## config.mk

```make
export PLATFORM = sky130hd
export DESIGN_NAME = dual_core_data_arbiter
export DESIGN_NICKNAME = d
export VERILOG_FILES = /design/src/rtl/dual_core_data_arbiter.sv
export SDC_FILE = /design/constraint.sdc
export NUM_CORES = 1
export LEC_CHECK = 0
export BUFFER_PORTS_ARGS = -buffer_cell sky130_fd_sc_hd__buf_2
export CORE_AREA = 2 2 118 120
export CTS_BUF_LIST = sky130_fd_sc_hd__clkbuf_4 sky130_fd_sc_hd__clkbuf_8
export DETAILED_ROUTE_END_ITERATION = 8
export DIE_AREA = 0 0 120 122
export PLACE_DENSITY = 0.54
export SLEW_MARGIN = 20
export SYNTH_ARGS = -nofsm -noshare
export SYNTH_HDL_FRONTEND = slang
export SYNTH_SLANG_ARGS = --single-unit
```

## constraint.sdc

```tcl
create_clock -name clk -period 2.1 [get_ports clk]
set_input_delay 0.105 -clock clk [delete_from_list [all_inputs] [get_ports clk]]
set_output_delay 0.105 -clock clk [all_outputs]
set_load 0.1 [all_outputs]
```

## src/rtl/dual_core_data_arbiter.sv

```systemverilog
// Shares one data-memory port between two cores: round-robin address phase with
// hold-until-grant, and an in-order ID FIFO that routes each response back to its issuer.
module dual_core_data_arbiter #(
    parameter int ADR_W   = 32,
    parameter int DATA_W  = 32,
    parameter int MAX_OUT = 2
) (
    input  logic              clk,
    input  logic              res,
    input  logic              m0_req,
    input  logic [ADR_W-1:0]  m0_adr,
    input  logic              m0_we,
    input  logic [DATA_W-1:0] m0_wdata,
    output logic              m0_gnt,
    output logic              m0_rvalid,
    output logic [DATA_W-1:0] m0_rdata,
    input  logic              m1_req,
    input  logic [ADR_W-1:0]  m1_adr,
    input  logic              m1_we,
    input  logic [DATA_W-1:0] m1_wdata,
    output logic              m1_gnt,
    output logic              m1_rvalid,
    output logic [DATA_W-1:0] m1_rdata,
    output logic              s_req,
    output logic [ADR_W-1:0]  s_adr,
    output logic              s_we,
    output logic [DATA_W-1:0] s_wdata,
    input  logic              s_gnt,
    input  logic              s_rvalid,
    input  logic [DATA_W-1:0] s_rdata,
    output logic              err_rvalid
);

    localparam int PTR_W = (MAX_OUT > 1) ? $clog2(MAX_OUT) : 1;
    localparam int CNT_W = $clog2(MAX_OUT + 1);
    localparam logic [CNT_W-1:0] MAX_CNT  = CNT_W'(MAX_OUT);
    localparam logic [PTR_W-1:0] LAST_PTR = PTR_W'(MAX_OUT - 1);

    logic               lock_vld_q, lock_vld_d;
    logic               lock_id_q, lock_id_d;
    logic               last_id_q, last_id_d;
    logic [MAX_OUT-1:0] fifo_q, fifo_d;
    logic [PTR_W-1:0]   rd_ptr_q, rd_ptr_d;
    logic [PTR_W-1:0]   wr_ptr_q, wr_ptr_d;
    logic [CNT_W-1:0]   count_q, count_d;
    logic               err_q, err_d;

    logic sel_s;
    logic can_issue_s;
    logic s_req_s;
    logic grant_s;
    logic pop_s;
    logic head_s;

    function automatic logic [PTR_W-1:0] ptr_inc(input logic [PTR_W-1:0] p);
        if (p == LAST_PTR) begin
            return {PTR_W{1'b0}};
        end else begin
            return p + PTR_W'(1);
        end
    endfunction

    // Address-phase selection, grant qualification and response pop decision.
    always_comb begin
        sel_s = 1'b0;
        if (lock_vld_q) begin
            sel_s = lock_id_q;
        end else if (m0_req && m1_req) begin
            sel_s = ~last_id_q;
        end else if (m1_req) begin
            sel_s = 1'b1;
        end else begin
            sel_s = 1'b0;
        end
        can_issue_s = (count_q < MAX_CNT);
        // Gating with res keeps every output quiet while reset is asserted.
        s_req_s = res & can_issue_s & (lock_vld_q | m0_req | m1_req);
        grant_s = s_req_s & s_gnt;
        pop_s   = res & s_rvalid & (count_q != {CNT_W{1'b0}});
        head_s  = fifo_q[rd_ptr_q];
    end

    assign s_req      = s_req_s;
    assign s_adr      = s_req_s ? (sel_s ? m1_adr : m0_adr) : {ADR_W{1'b0}};
    assign s_we       = s_req_s & (sel_s ? m1_we : m0_we);
    assign s_wdata    = s_req_s ? (sel_s ? m1_wdata : m0_wdata) : {DATA_W{1'b0}};
    assign m0_gnt     = grant_s & ~sel_s;
    assign m1_gnt     = grant_s & sel_s;
    assign m0_rvalid  = pop_s & ~head_s;
    assign m1_rvalid  = pop_s & head_s;
    assign m0_rdata   = res ? s_rdata : {DATA_W{1'b0}};
    assign m1_rdata   = res ? s_rdata : {DATA_W{1'b0}};
    assign err_rvalid = err_q;

    // Next-state for the hold lock, round-robin pointer, ID FIFO and error flag.
    always_comb begin
        lock_vld_d = lock_vld_q;
        lock_id_d  = lock_id_q;
        last_id_d  = last_id_q;
        fifo_d     = fifo_q;
        rd_ptr_d   = rd_ptr_q;
        wr_ptr_d   = wr_ptr_q;
        count_d    = count_q;

        if (grant_s) begin
            lock_vld_d       = 1'b0;
            last_id_d        = sel_s;
            fifo_d[wr_ptr_q] = sel_s;
            wr_ptr_d         = ptr_inc(wr_ptr_q);
        end else if (s_req_s) begin
            lock_vld_d = 1'b1;
            lock_id_d  = sel_s;
        end else begin
            lock_vld_d = lock_vld_q;
        end

        if (pop_s) begin
            rd_ptr_d = ptr_inc(rd_ptr_q);
        end else begin
            rd_ptr_d = rd_ptr_q;
        end

        case ({grant_s, pop_s})
            2'b10:   count_d = count_q + CNT_W'(1);
            2'b01:   count_d = count_q - CNT_W'(1);
            default: count_d = count_q;
        endcase

        err_d = err_q | (s_rvalid & (count_q == {CNT_W{1'b0}}));
    end

    // State registers; reset discards all outstanding transactions.
    always_ff @(posedge clk or negedge res) begin
        if (!res) begin
            lock_vld_q <= 1'b0;
            lock_id_q  <= 1'b0;
            last_id_q  <= 1'b1;
            fifo_q     <= {MAX_OUT{1'b0}};
            rd_ptr_q   <= {PTR_W{1'b0}};
            wr_ptr_q   <= {PTR_W{1'b0}};
            count_q    <= {CNT_W{1'b0}};
            err_q      <= 1'b0;
        end else begin
            lock_vld_q <= lock_vld_d;
            lock_id_q  <= lock_id_d;
            last_id_q  <= last_id_d;
            fifo_q     <= fifo_d;
            rd_ptr_q   <= rd_ptr_d;
            wr_ptr_q   <= wr_ptr_d;
            count_q    <= count_d;
            err_q      <= err_d;
        end
    end

endmodule
```

==> impl_metrics.ini <==
[global_routing]
grt_overflow_total = 0
use_met1_pct = 15.5
antenna_found_initial = 0
grt_pass1_wl_mm = 16.0
top_usage_layer = met2
grt_max_degree = 83
grt_usage_pct = 13.4
met3_usage_pct = 4.26
gr-usage-met2_pct = 25.1
grt_pass1_vias = 3182

[finish]
post-route-util_pct = 42.2
area_growth_pct = 132
finish.instance_area_sq_um = 5700
diodes = 0
drive_above_1_share_pct = 66.7
instances_no_fill = 784
nFillCells = 1344
num-nets-final = 774

[die]
num_rows = 43
core_sq_um = 13500
dieArea_sq_um = 14600
io_pins = 303
die_w_um = 120
die_h_um = 122
floorplan.initialDensity_pct = 18.2

[synthesis]
synth_edf_count = 0
synthTopCellsByCount = 130 x nand3_1, 66 x mux2i_1, 35 x buf_4
syn_inst = 344
synth.cell_area_sq_um = 2450
syn_avg_cell_area_sq_um = 7.14
ys_seq_area_share_pct = 10.2
ys_ff_latch = 10
synth_cell_types = 29
async_flop_share_pct = 100
synth_area_leader_cell = mux2i_1
synth_area_leaders = mux2i_1 27%, nand3_1 27%, buf_4 11%
ys.flop_type = dfrtp_1
ys_warn_count = 0
syn-num-nets = 513
synth_top_cell_area_share_pct = 26.9
synthMostInstantiatedCell = nand3_1

[status]
status = completed

[drt]
post-route-drc-count = 0
first_iter_violations = 115
dr.pass1.iters = 4
via_per_inst = 4.41
num_vias = 3459
wl_mm = 11.3
wl_per_cell_um = 14.4
ant_nets = 0

[timing]
slew_violations = 0
rsz0062_at_grt = yes
skew_ns = 0.00169
max_freq_mhz = 490
worst_slew_pin_slew_ns = 0.513
setup_violations = 0
layout_min_cycle_time_ns = 2.04
slew_headroom_pct = 66.0
finalHoldViolations = 0
finalCritPeriodShare_pct = 97.3
fin_tns_setup_ns = 0
hold_ws_ns = 0.0900
fin_ws_ns = 0.0575

[critical_path]
cp-start-kind = register
end_kind = output pin
worstPathArrival_ns = 1.94
cp.required_ns = 2.00
cp_max_fo = 12
crit_type = reg2out

[clocking]
clock-root-buffer = clkbuf_8
insertion_delay_ns = 0.23
clock_sinks = 10
cts_made_buffers = 3
clock_path_buffers = 2
clk_pin_slew_ns = 0.05
cts-htree-levels = 1
cts_tree = yes

[placed_design]
io_buffers = 302
gp_congestion = 0.724
place_worst_setup_slack_ns = 0.219
dp_cells = 770
place_area_sq_um = 5290
hpwl_mm = 8.81

[power]
p_leak_nw = 2.52
max-vdd-ir-drop_v = 0.000729
powerDensity_nw_per_um2 = 1480
power.total_mw = 8.44

[run]
maxCapViolations = 0

[worst_hold_path]
min_path_type = in2reg
## state kept, by name, indices dropped and copies added (netlist names)
signal,count
count_q,2
fifo_q,2
err_rvalid,1
last_id_q,1
lock_id_q,1
lock_vld_q,1
rd_ptr_q,1
wr_ptr_q,1
## final timing paths
kind	from	end	slack, ns	cells past startpoint
worst max-delay path	last_id_q	s_adr[27]	0.06	6
worst min-delay path	s_rvalid	err_rvalid	0.09	2
worst max register to register	lock_vld_q	count_q[1]	0.39	5
worst min register to register	err_rvalid	err_rvalid	0.46	1
max in group asynchronous	res	count_q[0]	1.30	4
min in group asynchronous	res	lock_vld_q	0.37	3
## cell type report
class	count	area [sq um]	share of cell area, %
sequential	10	251	4.41
tap	180	225	3.95
multi-input combinational	260	2270	39.8
clock buffer	4	55.1	0.966
inverter	2	7.51	0.132
timing repair buffer	328	2890	50.8
## worst max-delay path, cell delays in order (launching register included)
cell and delay (ns):
dfstp_2 0.52, nand2_1 0.07, a22oi_2 0.21, buf_12 0.19, buf_12 0.18, mux2i_2 0.29
buf_12 0.21
## layer usage
layer / routed length (um) / up-vias
li1: - / 1715
met1: 4320 / 1568
met2: 5840 / 174
met3: 1090 / 2
met4: 40 / 0
met5: 0 / -
## timing repair
item / in CTS / in global routing
gates resized for setup: 0 / 26
buffers inserted: 1 / 5
cloned: 0 / 3
hold endpoints to repair: 7 / 0
hold buffers: 1 / 0
pin swaps: 1 / 1
endpoints found under the setup margin: 43 / 62
## cell families after synthesis
group	Yosys count	synth area share [%]
muxes	68	27.8
AOI/OAI and AO/OA	9	2.80
and+or+nand+nor	177	38.1
adders and majority gates	1	0.510
xor gates and xnor gates	5	1.78
buffers and inverters	74	18.8
DFF	10	10.2
## cell usage in the layout (no fill, tap or decap), drive strengths merged, types with 2 or more instances in the layout
cell and count:
clkbuf 7, nand3 131, mux2 2, and2 33
a31oi 3, buf 324, nor2 5, inv 2
mux2i 66, nor2b 4, dfrtp 9, xnor2 4
## power by group
part           internal, mW  leakage [nW]  total (mW)  switching [mW]
logic                  2.94          2.38        7.83            4.88
registers             0.288         0.114       0.374          0.0860
clock network         0.165        0.0288       0.240          0.0754
total                  3.39          2.52        8.44            5.05
Note: power is estimated with default switching activity, not from simulation.
